$ cat src/rtl/ccd_data_serializer.sv
`default_nettype none
// ============================================================================
// Module   : ccd_data_serializer
// Purpose  : 16-bit pixel stream to two MSB-first serial lanes with frame
//            clock, SAV/EAV line markers and bitslip training during blanking.
// Revision : 1.0 - initial release
// ============================================================================
module ccd_data_serializer #(
    parameter logic [15:0] TRAIN_WORD = 16'hF0F0,
    parameter logic [15:0] SAV_WORD   = 16'hFF00,
    parameter logic [15:0] EAV_WORD   = 16'hFF80,
    parameter logic [15:0] PIX_MAX    = 16'hFEFF
) (
    input  logic        clk,
    input  logic        reset,
    input  logic        i_vref,
    input  logic        i_href,
    input  logic [15:0] iv_data,
    output logic        o_ready,
    output logic [1:0]  ov_lane,
    output logic        o_frame_clk,
    output logic        o_sync
);

    logic [2:0]  r_cnt;
    logic        r_ready;
    logic [15:0] r_sreg;
    logic        r_sync;
    logic        r_pend_act;   // word waiting one slot before transmission
    logic [15:0] r_pend_data;
    logic        r_tx_act;     // activity of the word currently on the lanes

    logic        w_boundary;
    logic        w_in_act;
    logic [15:0] w_enc_word;
    logic        w_enc_sync;

    assign w_boundary = (r_cnt == 3'd7);
    assign w_in_act   = i_vref & i_href;

    // Look-around encoder: pending word, with the freshly sampled word as
    // lookahead and the outgoing word as history.
    always_comb begin
        w_enc_word = TRAIN_WORD;
        w_enc_sync = 1'b0;
        if (r_pend_act) begin
            w_enc_word = (r_pend_data > PIX_MAX) ? PIX_MAX : r_pend_data;
        end else if (w_in_act) begin
            w_enc_word = SAV_WORD;
            w_enc_sync = 1'b1;
        end else if (r_tx_act) begin
            w_enc_word = EAV_WORD;
            w_enc_sync = 1'b1;
        end
    end

    always_ff @(posedge clk) begin
        if (reset) begin
            r_cnt       <= 3'd0;
            r_ready     <= 1'b0;
            r_sreg      <= TRAIN_WORD;
            r_sync      <= 1'b0;
            r_pend_act  <= 1'b0;
            r_pend_data <= 16'h0000;
            r_tx_act    <= 1'b0;
        end else begin
            r_cnt   <= r_cnt + 3'd1;
            r_ready <= (r_cnt == 3'd6);
            if (w_boundary) begin
                r_sreg      <= w_enc_word;
                r_sync      <= w_enc_sync;
                r_tx_act    <= r_pend_act;
                r_pend_act  <= w_in_act;
                r_pend_data <= iv_data;
            end else begin
                r_sreg <= {r_sreg[14:8], 1'b0, r_sreg[6:0], 1'b0};
            end
        end
    end

    assign o_ready     = r_ready;
    assign ov_lane     = {r_sreg[15], r_sreg[7]};
    assign o_frame_clk = ~r_cnt[2];
    assign o_sync      = r_sync;

endmodule
`default_nettype wire

$ cat config.mk
export PLATFORM = sky130hd
export DESIGN_NAME = ccd_data_serializer
export DESIGN_NICKNAME = d
export VERILOG_FILES = /design/src/rtl/ccd_data_serializer.sv
export SDC_FILE = /design/constraint.sdc
export NUM_CORES = 1
export LEC_CHECK = 0
export BUFFER_PORTS_ARGS = -buffer_cell sky130_fd_sc_hd__buf_4
export CAP_MARGIN = 20
export CORE_ASPECT_RATIO = 0.5
export CORE_MARGIN = 1.5
export CORE_UTILIZATION = 54
export DETAILED_ROUTE_END_ITERATION = 12
export PLACE_DENSITY = 0.77
export SLEW_MARGIN = 20
export SYNTH_ARGS = -nofsm -noshare
export SYNTH_HDL_FRONTEND = slang
export SYNTH_SLANG_ARGS = --single-unit
$ cat constraint.sdc
create_clock -name clk -period 2 [get_ports clk]
set_input_delay 0.4 -clock clk [delete_from_list [all_inputs] [get_ports clk]]
set_output_delay 0.4 -clock clk [all_outputs]
set_load 0.01 [all_outputs]
==> flow_results.xml <==
<?xml version="1.0" encoding="UTF-8"?>
<metrics>
  <group name="status">
    <metric name="outcome" unit="">finished clean</metric>
  </group>
  <group name="drt">
    <metric name="dr_vias_cell" unit="">5.313</metric>
    <metric name="drt_iter0_markers" unit="">35</metric>
    <metric name="ant_nets" unit="">0</metric>
    <metric name="drtPass1Iterations" unit="">4</metric>
    <metric name="via_count" unit="">1105</metric>
    <metric name="routed_wl_per_cell" unit="um">14.27</metric>
    <metric name="drcViolationCount" unit="">0</metric>
    <metric name="total_wirelength_of_the_detailed_routed_design" unit="um">2968</metric>
  </group>
  <group name="critical_path">
    <metric name="required" unit="ns">2.18</metric>
    <metric name="critical_path_buf_inv_count" unit="">1</metric>
    <metric name="setup.worst_path.end_class" unit="">flip-flop</metric>
    <metric name="timing.critical_path.cells" unit="">ha_1 &gt; ha_1 &gt; buf_4 &gt; and2b_1 &gt; a311o_1</metric>
    <metric name="reg2regPathDepth" unit="">5</metric>
    <metric name="cpMaxStageDelayCell" unit="">sky130_fd_sc_hd__dfxtp_1</metric>
    <metric name="r2r_slack" unit="ns">0.39</metric>
    <metric name="crit_path_max_fanout" unit="">25</metric>
    <metric name="r2r_start" unit="">r_cnt[0]</metric>
    <metric name="worstReg2RegEnd" unit="">r_sreg[4]</metric>
    <metric name="slowest_delay" unit="ns">0.35</metric>
    <metric name="timing.critical_path.max_delay_family" unit="">flip-flops</metric>
    <metric name="critPathMostFrequentCell" unit="">sky130_fd_sc_hd__ha_1</metric>
    <metric name="setup.worst_path.start_class" unit="">flip-flop</metric>
    <metric name="critical_path_class" unit="">flip-flop to flip-flop</metric>
    <metric name="worst-endpoint-arrival" unit="ns">1.78</metric>
  </group>
  <group name="floorplan">
    <metric name="design.core.area" unit="um^2">2651</metric>
    <metric name="boundaryPins" unit="">25</metric>
    <metric name="floorplan.die_area" unit="um^2">3199</metric>
    <metric name="die_h" unit="um">40.75</metric>
    <metric name="initial_utilization" unit="%">58.05</metric>
    <metric name="dieWidth" unit="um">78.50</metric>
    <metric name="std_cell_rows" unit="">13</metric>
  </group>
  <group name="logic_synthesis">
    <metric name="post_synth_main_area_contributors" unit="">sky130_fd_sc_hd__dfxtp_1 51%, sky130_fd_sc_hd__mux2i_1 10%, sky130_fd_sc_hd__nor2_1 6.1%</metric>
    <metric name="synth-async-reset-ratio" unit="%">0</metric>
    <metric name="cell_area_synth" unit="um^2">1539</metric>
    <metric name="ys_types" unit="">30</metric>
    <metric name="synth.top_cell.area_share" unit="%">50.73</metric>
    <metric name="synthTopCellsByCount" unit="">39 x sky130_fd_sc_hd__dfxtp_1, 25 x sky130_fd_sc_hd__nor2_1, 16 x sky130_fd_sc_hd__mux2i_1, 6 x sky130_fd_sc_hd__buf_4, 6 x sky130_fd_sc_hd__nor2b_1</metric>
    <metric name="synth_top_area_cell" unit="">sky130_fd_sc_hd__dfxtp_1</metric>
    <metric name="synthesis.area_per_instance" unit="um^2">10.33</metric>
    <metric name="synth.yosys.seq_area_share" unit="%">50.73</metric>
    <metric name="postSynthRegisterBits" unit="">39</metric>
    <metric name="synth-edff-count" unit="">0</metric>
    <metric name="synth_cells" unit="">149</metric>
    <metric name="yosys.cell_count.top_type" unit="">sky130_fd_sc_hd__dfxtp_1</metric>
    <metric name="yosys_warnings" unit="">0</metric>
    <metric name="syn-num-nets" unit="">172</metric>
    <metric name="synth_flop_cell" unit="">sky130_fd_sc_hd__dfxtp_1</metric>
  </group>
  <group name="clock_network">
    <metric name="clock_sink_count" unit="">39</metric>
    <metric name="numCtsBuffers" unit="">5</metric>
    <metric name="clock_tree_root" unit="">sky130_fd_sc_hd__clkbuf_8</metric>
    <metric name="cts_hold_buffers" unit="">0</metric>
    <metric name="cts-resized-gates" unit="">0</metric>
    <metric name="worstSkewPairLatency" unit="ns">0.29</metric>
    <metric name="clock_tree_from_tritoncts" unit="">done</metric>
    <metric name="path_clk_slew" unit="ns">0.08</metric>
    <metric name="htreeDepth" unit="">2</metric>
    <metric name="clockBufferDepth" unit="">2</metric>
    <metric name="cts_post_setup_buffers_inserted" unit="">0</metric>
  </group>
  <group name="pwr">
    <metric name="cellInternalPower" unit="W">0.001238</metric>
    <metric name="power_leakage" unit="nW">0.6910</metric>
    <metric name="power_frac_clock" unit="%">43.6</metric>
    <metric name="seqPwrFrac" unit="%">51.4</metric>
    <metric name="vdd_ir_drop_max" unit="uV">619.9</metric>
    <metric name="comb_power_share" unit="%">5.0</metric>
    <metric name="switching_share" unit="%">20.10</metric>
    <metric name="switchingPower" unit="W">0.0003114</metric>
    <metric name="total_design_power" unit="W">0.001549</metric>
    <metric name="pwr_density_cell" unit="nW/um^2">857.6</metric>
  </group>
  <group name="placement">
    <metric name="final_weighted_congestion_of_routability_driven_global_placement" unit="">0.8548</metric>
    <metric name="port_buffers" unit="">24</metric>
    <metric name="post-dp-hpwl" unit="um">2062</metric>
    <metric name="dp_cells" unit="">200</metric>
  </group>
  <group name="min_path">
    <metric name="min_delay_path_depth" unit="">3</metric>
    <metric name="holdPathEnd" unit="">r_pend_data[13]</metric>
    <metric name="min-delay-start" unit="">iv_data[13]</metric>
    <metric name="hold_path.class" unit="">primary input to flip-flop</metric>
  </group>
  <group name="sta">
    <metric name="finalSetupViolations" unit="">0</metric>
    <metric name="tns" unit="ns">0</metric>
    <metric name="fin_crit_sh" unit="%">80.34</metric>
    <metric name="min_period" unit="ns">1.607</metric>
    <metric name="timing.max_slew.rel_slack" unit="%">72.71</metric>
    <metric name="hold_violations" unit="">0</metric>
    <metric name="finalMaxSlewViolations" unit="">0</metric>
    <metric name="least_margin_pin_slew" unit="ns">0.4088</metric>
    <metric name="f_max" unit="MHz">622.3</metric>
    <metric name="grt_setup_unrepaired" unit="">no</metric>
    <metric name="finalClockSkew" unit="ns">0.006328</metric>
  </group>
  <group name="global_route">
    <metric name="first_global_vias" unit="">1057</metric>
    <metric name="grt_overflow_total" unit="">0</metric>
    <metric name="pin_count_of_the_biggest_net_entering_global_routing" unit="">37</metric>
    <metric name="grt_antenna_before_repair" unit="">0</metric>
    <metric name="grt_first_pass_wirelength" unit="um">4830</metric>
    <metric name="grt.total_usage" unit="%">21.33</metric>
  </group>
  <group name="flow_run">
    <metric name="maxCapViolCount" unit="">0</metric>
  </group>
  <group name="finish">
    <metric name="layoutNonFillerInstCount" unit="">208</metric>
    <metric name="diodes" unit="">0</metric>
    <metric name="area_growth_syn_to_layout" unit="%">17.40</metric>
    <metric name="post_route_cells_drive_above_1_share" unit="%">22.81</metric>
    <metric name="final_util" unit="%">68.15</metric>
    <metric name="final_nets" unit="">193</metric>
  </group>
</metrics>
## cell type report
cell class	count	area, um^2
Tap cell	37	46.29
Sequential cell	39	780.7
Multi-Input combinational cell	94	651.9
Inverter	4	15.01
Timing Repair Buffer	26	195.2
Fill cell	210	844.6
Clock buffer	6	82.58
Clock inverter	2	35.03
## state kept, by name, summed over array words and instances, names as in the netlist
signal       flops
o_ready          1
o_sync           1
r_cnt            3
r_pend_act       1
r_pend_data     16
r_sreg          16
r_tx_act         1
## cell families after synthesis
family / Yosys count / share of synthesized area [%]
AOI/OAI and AO/OA: 25 / 13.33
buffers and inverters: 16 / 6.910
muxes: 16 / 10.41
and+or+nand+nor: 50 / 16.18
adders and majority gates: 3 / 2.439
DFF: 39 / 50.73
## how the worst max path moves through the flow
stage                 end  slack [ns]  cells after the start     start
3_5_place_dp    r_sreg[4]        0.39                      5  r_cnt[0]
5_1_grt         r_sreg[3]        0.22                      6  r_cnt[0]
6_report        r_sreg[4]        0.39                      5  r_cnt[0]
3_3_place_gp    r_sreg[3]        0.44                      6  r_cnt[0]
4_1_cts         r_sreg[4]        0.39                      5  r_cnt[0]
2_1_floorplan  r_sreg[15]        0.56                      5  r_cnt[0]
## per-stage QoR
| step | worst slack (ns) | hold slack [ns] | instance area, um^2 |
|---|---|---|---|
| global placement | 0.4426 | 0.4313 | 1689 |
| CTS | 0.3899 | 0.3396 | 1807 |
| detailed placement | 0.3939 | 0.4375 | 1689 |
| global route | 0.2168 | 0.3457 | 1807 |
| finish | 0.3931 | 0.3398 | 1807 |
| floorplan | 0.5580 | 0.4173 | 1539 |
## cells in the final DEF (no fill, tap or decap), types with 2 or more instances in the layout
cell type / count
sky130_fd_sc_hd__a21oi_1: 2
sky130_fd_sc_hd__a221o_2: 3
sky130_fd_sc_hd__a311o_1: 4
sky130_fd_sc_hd__a311oi_1: 2
sky130_fd_sc_hd__and2b_1: 4
sky130_fd_sc_hd__buf_4: 26
sky130_fd_sc_hd__clkbuf_8: 6
sky130_fd_sc_hd__dfxtp_1: 39
sky130_fd_sc_hd__ha_1: 3
sky130_fd_sc_hd__inv_1: 4
sky130_fd_sc_hd__mux2i_1: 16
sky130_fd_sc_hd__nand2_1: 4
sky130_fd_sc_hd__nand2b_1: 3
sky130_fd_sc_hd__nand3_1: 2
sky130_fd_sc_hd__nand4_1: 2
sky130_fd_sc_hd__nor2_1: 25
sky130_fd_sc_hd__nor2b_1: 6
sky130_fd_sc_hd__o21ai_0: 5
sky130_fd_sc_hd__o32a_1: 4
## per-layer routing
metal	track usage, %	wire length, um	vias to the layer above
li1	-	-	558
met3	7.333	147	7
met5	0	0	-
met1	26.68	1543	517
met2	35.00	1235	23
met4	9.375	41	0
## power groups by stage
stage | Clock [W] | Combinational, W | Sequential (W)
final | 0.000675 | 0.0000778 | 0.000797
after global routing | 0.000725 | 0.0000857 | 0.000798
after CTS | 0.000682 | 0.0000786 | 0.000797
after detailed placement | 0 | 0.0000776 | 0.000815
after global placement | 0 | 0.0000755 | 0.000814
after floorplan | 0 | 0.0000439 | 0.000813
## tightest hold or removal path: stages
cell and delay (ns):
sky130_fd_sc_hd__buf_4 0.08, sky130_fd_sc_hd__mux2i_1 0.05, sky130_fd_sc_hd__nor2_1 0.07
Note: power is estimated with default switching activity, not from simulation.
